**config.mk**
```make
export PLATFORM = sky130hd
export DESIGN_NAME = mem_access_unit
export DESIGN_NICKNAME = d
export VERILOG_FILES = /design/src/rtl/mem_access_unit.sv
export SDC_FILE = /design/constraint.sdc
export NUM_CORES = 1
export LEC_CHECK = 0
export BUFFER_PORTS_ARGS = -buffer_cell sky130_fd_sc_hd__buf_2
export CORE_UTILIZATION = 51
export CTS_CLUSTER_SIZE = 40
export DETAILED_ROUTE_END_ITERATION = 8
export PLACE_DENSITY = 0.81
export SETUP_SLACK_MARGIN = 0.3
export SLEW_MARGIN = 0
export SYNTH_ARGS = -nofsm -noshare
export SYNTH_HDL_FRONTEND = slang
export SYNTH_SLANG_ARGS = --single-unit
```
**constraint.sdc**
```tcl
create_clock -name clk -period 3.15 [get_ports clk]
set_input_delay 0 -clock clk [delete_from_list [all_inputs] [get_ports clk]]
set_output_delay 0 -clock clk [all_outputs]
set_load 0.01 [all_outputs]
```
**src/rtl/mem_access_unit.sv**
```systemverilog
// Load/store sequencer between the MEM stage and a big-endian byte-lane data RAM.
// Define LLSC_EN to add the LL/SC reservation bit; without it SC behaves as SW returning 1.
module mem_access_unit #(
  parameter int unsigned ACCESS_LAT = 1
) (
  input  logic        clk,
  input  logic        rst,
  input  logic        req_valid,
  input  logic [3:0]  mem_op,
  input  logic [31:0] mem_addr,
  input  logic [31:0] store_data,
  input  logic        flush,
  input  logic [31:0] ram_data_i,
  output logic        ram_ce,
  output logic        ram_we,
  output logic [31:0] ram_addr,
  output logic [3:0]  ram_sel,
  output logic [31:0] ram_data,
  output logic        stall_req,
  output logic [31:0] wdata_o,
  output logic        wdata_valid,
  output logic        misalign_exc
);
  localparam logic [3:0] OP_LB  = 4'd1;
  localparam logic [3:0] OP_LBU = 4'd2;
  localparam logic [3:0] OP_LH  = 4'd3;
  localparam logic [3:0] OP_LHU = 4'd4;
  localparam logic [3:0] OP_LW  = 4'd5;
  localparam logic [3:0] OP_SB  = 4'd6;
  localparam logic [3:0] OP_SH  = 4'd7;
  localparam logic [3:0] OP_SW  = 4'd8;
  localparam logic [3:0] OP_LL  = 4'd9;
  localparam logic [3:0] OP_SC  = 4'd10;
  localparam logic [3:0] CNT_INIT = 4'(ACCESS_LAT - 1);

  typedef enum logic [1:0] {S_IDLE, S_ACCESS, S_DONE} state_t;

  state_t      state_q, state_d;
  logic [3:0]  cnt_q, cnt_d;
  logic [3:0]  op_q, op_d;
  logic [31:0] addr_q, addr_d;
  logic [3:0]  sel_q, sel_d;
  logic [31:0] sdata_q, sdata_d;
  logic [31:0] result_q, result_d;

  logic        op_known, is_byte, is_half, is_word, misaligned, accept, sc_fail;
  logic [3:0]  req_sel;
  logic [31:0] req_sdata;

  function automatic logic is_store_op(input logic [3:0] op);
    return op inside {OP_SB, OP_SH, OP_SW, OP_SC};
  endfunction

  // Lane 0 of the address is the most significant byte of the word.
  function automatic logic [31:0] load_result(input logic [3:0] op, input logic [1:0] a,
                                              input logic [31:0] w);
    logic [7:0]  b;
    logic [15:0] h;
    case (a)
      2'd0:    b = w[31:24];
      2'd1:    b = w[23:16];
      2'd2:    b = w[15:8];
      default: b = w[7:0];
    endcase
    h = a[1] ? w[15:0] : w[31:16];
    case (op)
      OP_LB:        return {{24{b[7]}}, b};
      OP_LBU:       return {24'd0, b};
      OP_LH:        return {{16{h[15]}}, h};
      OP_LHU:       return {16'd0, h};
      OP_LW, OP_LL: return w;
      OP_SC:        return 32'd1;
      default:      return 32'd0;
    endcase
  endfunction

  always_comb begin
    op_known   = mem_op inside {[OP_LB:OP_SC]};
    is_byte    = mem_op inside {OP_LB, OP_LBU, OP_SB};
    is_half    = mem_op inside {OP_LH, OP_LHU, OP_SH};
    is_word    = op_known && !is_byte && !is_half;
    misaligned = (is_half && mem_addr[0]) || (is_word && (mem_addr[1:0] != 2'b00));
    req_sel    = 4'b1111;
    req_sdata  = store_data;
    if (is_byte) begin
      req_sel   = 4'b1000 >> mem_addr[1:0];
      req_sdata = {4{store_data[7:0]}};
    end else if (is_half) begin
      req_sel   = mem_addr[1] ? 4'b0011 : 4'b1100;
      req_sdata = {2{store_data[15:0]}};
    end
    accept = (state_q == S_IDLE) && req_valid && op_known && !misaligned && !flush;
  end

`ifdef LLSC_EN
  logic llbit_q, llbit_d;

  always_ff @(posedge clk or posedge rst) begin
    if (rst) llbit_q <= 1'b0;
    else     llbit_q <= llbit_d;
  end

  always_comb begin
    llbit_d = llbit_q;
    if (flush) begin
      llbit_d = 1'b0;
    end else if (state_q == S_DONE) begin
      if (op_q == OP_LL)      llbit_d = 1'b1;
      else if (op_q == OP_SC) llbit_d = 1'b0;
    end
  end

  // A failed SC never touches the RAM and reports 0.
  assign sc_fail = (mem_op == OP_SC) && !llbit_q;
`else
  assign sc_fail = 1'b0;
`endif

  always_ff @(posedge clk or posedge rst) begin
    if (rst) begin
      state_q  <= S_IDLE;
      cnt_q    <= 4'd0;
      op_q     <= 4'd0;
      addr_q   <= 32'd0;
      sel_q    <= 4'd0;
      sdata_q  <= 32'd0;
      result_q <= 32'd0;
    end else begin
      state_q  <= state_d;
      cnt_q    <= cnt_d;
      op_q     <= op_d;
      addr_q   <= addr_d;
      sel_q    <= sel_d;
      sdata_q  <= sdata_d;
      result_q <= result_d;
    end
  end

  always_comb begin
    state_d  = state_q;
    cnt_d    = cnt_q;
    op_d     = op_q;
    addr_d   = addr_q;
    sel_d    = sel_q;
    sdata_d  = sdata_q;
    result_d = result_q;
    unique case (state_q)
      S_IDLE: begin
        if (accept) begin
          op_d     = mem_op;
          addr_d   = mem_addr;
          sel_d    = req_sel;
          sdata_d  = req_sdata;
          cnt_d    = CNT_INIT;
          result_d = 32'd0;
          state_d  = sc_fail ? S_DONE : S_ACCESS;
        end
      end
      S_ACCESS: begin
        if (flush) begin
          state_d = S_IDLE;
        end else if (cnt_q == 4'd0) begin
          state_d  = S_DONE;
          result_d = load_result(op_q, addr_q[1:0], ram_data_i);
        end else begin
          cnt_d = cnt_q - 4'd1;
        end
      end
      S_DONE:  state_d = S_IDLE;
      default: state_d = S_IDLE;
    endcase
  end

  always_comb begin
    ram_ce       = (state_q == S_ACCESS) && !flush;
    ram_we       = ram_ce && is_store_op(op_q);
    ram_addr     = ram_ce ? {addr_q[31:2], 2'b00} : 32'd0;
    ram_sel      = ram_ce ? sel_q : 4'd0;
    ram_data     = ram_we ? sdata_q : 32'd0;
    stall_req    = (state_q == S_ACCESS) || accept;
    wdata_valid  = (state_q == S_DONE) && !flush;
    wdata_o      = wdata_valid ? result_q : 32'd0;
    misalign_exc = (state_q == S_IDLE) && req_valid && op_known && misaligned && !flush;
  end

endmodule

```
==> out/qor.txt <==
Power per unit of standard cell area -> 683.1 mW/mm^2
Multiplexer fraction of the synthesized cell area -> 9.880%
Clock sink count -> 110
Count of pins over their slew limit -> 0
Placement Setup Slack -> 424.7 ps
Tot GR Track Use -> 29.01%
Antenna Nets Post-Route -> 0
Final-layout setup total negative slack -> 0 ps
TritonCTS clock tree -> built
Initial antenna violation count -> 0
Number of synthesized register bits -> 110
Mapped cell area -> 0.006167 sq mm
RSZ-0062 raised after global routing -> no
Final estimated routing congestion in global placement -> 0.8895
Filler Cell Count -> 881
Synth warnings -> 0
Type of the setup path with the least slack -> flop to flop
Post-CTS Setup Repair Bufs -> 0
Result of the run -> finished, violations left
Number of detailed-routing iterations run before antenna repair -> 7
Root buffer selected by CTS -> clkbuf_16
Area share of xor/xnor cells in the synthesized design -> 0.4260%
Number of top-level design ports -> 209
Total congestion overflow -> 0
Final layout net count -> 1050
Count of mapped cells out of synthesis -> 697
Worst Path Max Fanout -> 62
Combinational family with the most area after synthesis -> simple AND/OR/NAND/NOR gates
Worst Hold Class -> input port to flop
Maximum vdd drop -> 0.4181 mV
Kind of start point of the critical path -> flop
Clock slew seen by the registers of the worst setup and hold paths -> 70 ps
Hold Fails Final Rpt -> 0
Sum of net half-perimeters after detailed placement -> 11.38 mm
CP peak stage delay -> 560 ps
Worst EP required -> 3440 ps
Storage cell area -> 0.002753 sq mm
Max Cap Violations -> 0
Routed wire length per instance -> 16.23 microns
Width of the die -> 112.0 microns
Mean number of vias per cell -> 5.469
Maximum number of pins on one net before global-route repair -> 63
Number of CTS-inserted buffers -> 9
Number of global-route vias before repair -> 6004
# setup viols final -> 0
DIE AREA -> 0.01254 sq mm
Buffers added on ports -> 206
Standard-cell rows -> 39
Routed Wire Length -> 17.72 mm
Worst setup margin -> 527.9 ps
Max stage delay cell, worst path -> dlygate4sd3_1
Maximum level of the CTS H-tree -> 3
First-pass GRT wire length -> 29.06 mm
Area fraction in compound gates after synthesis -> 13.67%
Most common cell after layout, fill and taps aside -> buf_2
Slew at the pin closest to its max-slew limit -> 1026 ps
Violated checks -> DRC
Signal arrival time at the worst endpoint -> 2910 ps
Worst clock skew -> 11.33 ps
Area share of fa/ha/maj cells after synthesis -> 0.4058%
Area share of and/or/nand/nor cells after synthesis -> 26.31%
Floorplan die height -> 112.0 microns
Library cells used by synthesis -> 58
Most used cells in the layout excluding fill and tap cells -> buf_2, nand2_1, dfrtp_1
Slew margin rel. -> 31.57%
FMAX -> 0.3814 GHz
CP cell instances -> nor4b_2, o211ai_2, a21oi_4, buf_4, nor2_1, a31oi_1, dlygate4sd3_1
Number of DRC violations after detailed-routing iteration 0 -> 399
Count of inserted antenna diode cells -> 0
Static leakage -> 4.350 nW
EDFF count, synth -> 0
Clock insertion delay at the later pin of the skew report -> 350 ps
Tmin final -> 2622 ps
Post-synth top flop -> dfrtp_1
Detailed-route via count -> 5972
Fraction of final layout cells with drive strength greater than 1 -> 28.03%
Proportion of synthesized chip area in sequential cells -> 44.63%
Core Box Area -> 0.01161 sq mm
Maximum buffer depth of the clock tree -> 2
Multi-input combinational cell area -> 0.003154 sq mm
Initial core utilization -> 53.10%
Final cycle utilization of the critical path -> 83.24%
DRC viols -> 14
Sort of element at the end of the critical path -> flop
Synthesized area divided by synthesized cell count -> 8.848 sq um
Signed area change from the synthesized netlist to the final layout -> 33.50%
Share of flip-flops with an asynchronous set or reset after synthesis -> 100.0%
-- final timing paths --
kind                                startpoint      endpoint  slack, ps  cells past startpoint
worst max-delay path                state_q[0]   sdata_q[11]        530                      7
worst min-delay path            ram_data_i[11]  result_q[11]          2                      3
worst max register to register      state_q[0]   sdata_q[11]        530                      7
worst min register to register      addr_q[20]    addr_q[20]        470                      2
max in group asynchronous                  rst   result_q[9]       1990                      4
min in group asynchronous                  rst    addr_q[25]        390                      3
-- flip-flops by register name, summed over array words and instances, names as in the netlist --
signal    cells
state_q       2
sel_q         4
cnt_q         4
op_q          4
result_q     32
addr_q       32
sdata_q      32
-- worst max-delay path, delay by kind of cell (launching register included) --
kind            cells  cell delay [ps]
simple gates        2              410
compound gates      3              530
buf+inv             2             1100
flops               1              500
-- timing repair --
action                                  in CTS  in global routing
hold buffers                                69                  0
gates resized for setup                      0                  0
endpoints found under the setup margin       0                  0
hold endpoints to repair                   105                  0
-- synth_stat cells, types with 3 or more instances --
master	n	area share [%]
mux2_2	16	2.9
o2bb2ai_1	10	1.4
nand2b_1	3	0.30
o21ai_1	4	0.32
buf_4	4	0.49
and2_1	98	9.9
a221oi_1	7	0.99
nand3b_1	3	0.37
or3b_2	3	0.43
nor3_1	7	0.57
a21oi_1	27	2.2
a22o_1	7	0.99
or3_1	5	0.51
nand2_1	187	11
mux2i_1	26	4.2
inv_1	10	0.61
a211oi_1	3	0.37
o21ai_0	26	2.1
a21o_1	5	0.61
buf_1	3	0.18
a31oi_1	11	1.1
buf_2	17	1.4
clkbuf_1	26	1.6
a22oi_1	6	0.73
mux2_1	15	2.7
nor2_1	20	1.2
dfrtp_1	110	45
-- routing by layer --
metal	vias up	GRT usage (%)	share of wire (%)
met3	39	5.280	7.2
met1	2826	36.96	41
li1	2835	-	-
met2	272	49.32	49
met4	0	11.02	2.4
met5	-	0	0
-- metrics by stage --
stage / std cells / utilization [%] / hold WS [ps] / cell area [sq um] / power, W
after global routing: 1092 / 70.89 / 14.44 / 8233 / 0.006017
after CTS: 1092 / 70.84 / 3.013 / 8227 / 0.005568
after floorplan: 698 / - / 105.4 / 6175 / 0.003833
after detailed placement: 1007 / 62.47 / 193.0 / 7254 / 0.004374
after global placement: 1007 / 62.47 / 188.3 / 7254 / 0.004292
final: 1092 / 70.89 / 2.087 / 8233 / 0.005624
-- cell families (layout without fill, tap and decap cells) --
| group | count (synthesis) | after routing |
|---|---|---|
| adder cells (fa/ha/maj) | 2 | 2 |
| buffers and inverters | 62 | 313 |
| multiplexers | 57 | 57 |
| XOR/XNOR | 3 | 3 |
| AND/OR/NAND/NOR | 338 | 338 |
| AO/OA/AOI/OAI | 124 | 124 |
| flip-flops | 110 | 110 |
| other | 1 | 2 |
-- where the power goes --
group | internal, W | total [W] | switching (W)
combinational | 0.000927 | 0.00210 | 0.00117
sequential | 0.00198 | 0.00242 | 0.000443
clock | 0.000549 | 0.00111 | 0.000556
total | 0.00345 | 0.00562 | 0.00217
-- layout make-up --
type                            instances  area share (%)
Tap cell                              143           2.173
Timing Repair Buffer                  287           22.16
Multi-Input combinational cell        526           38.31
Sequential cell                       110           33.43
Clock buffer                            9           2.736
Inverter                               10          0.5015
Clock inverter                          7          0.6839
No activity file was read; power rests on OpenSTA's default activity.
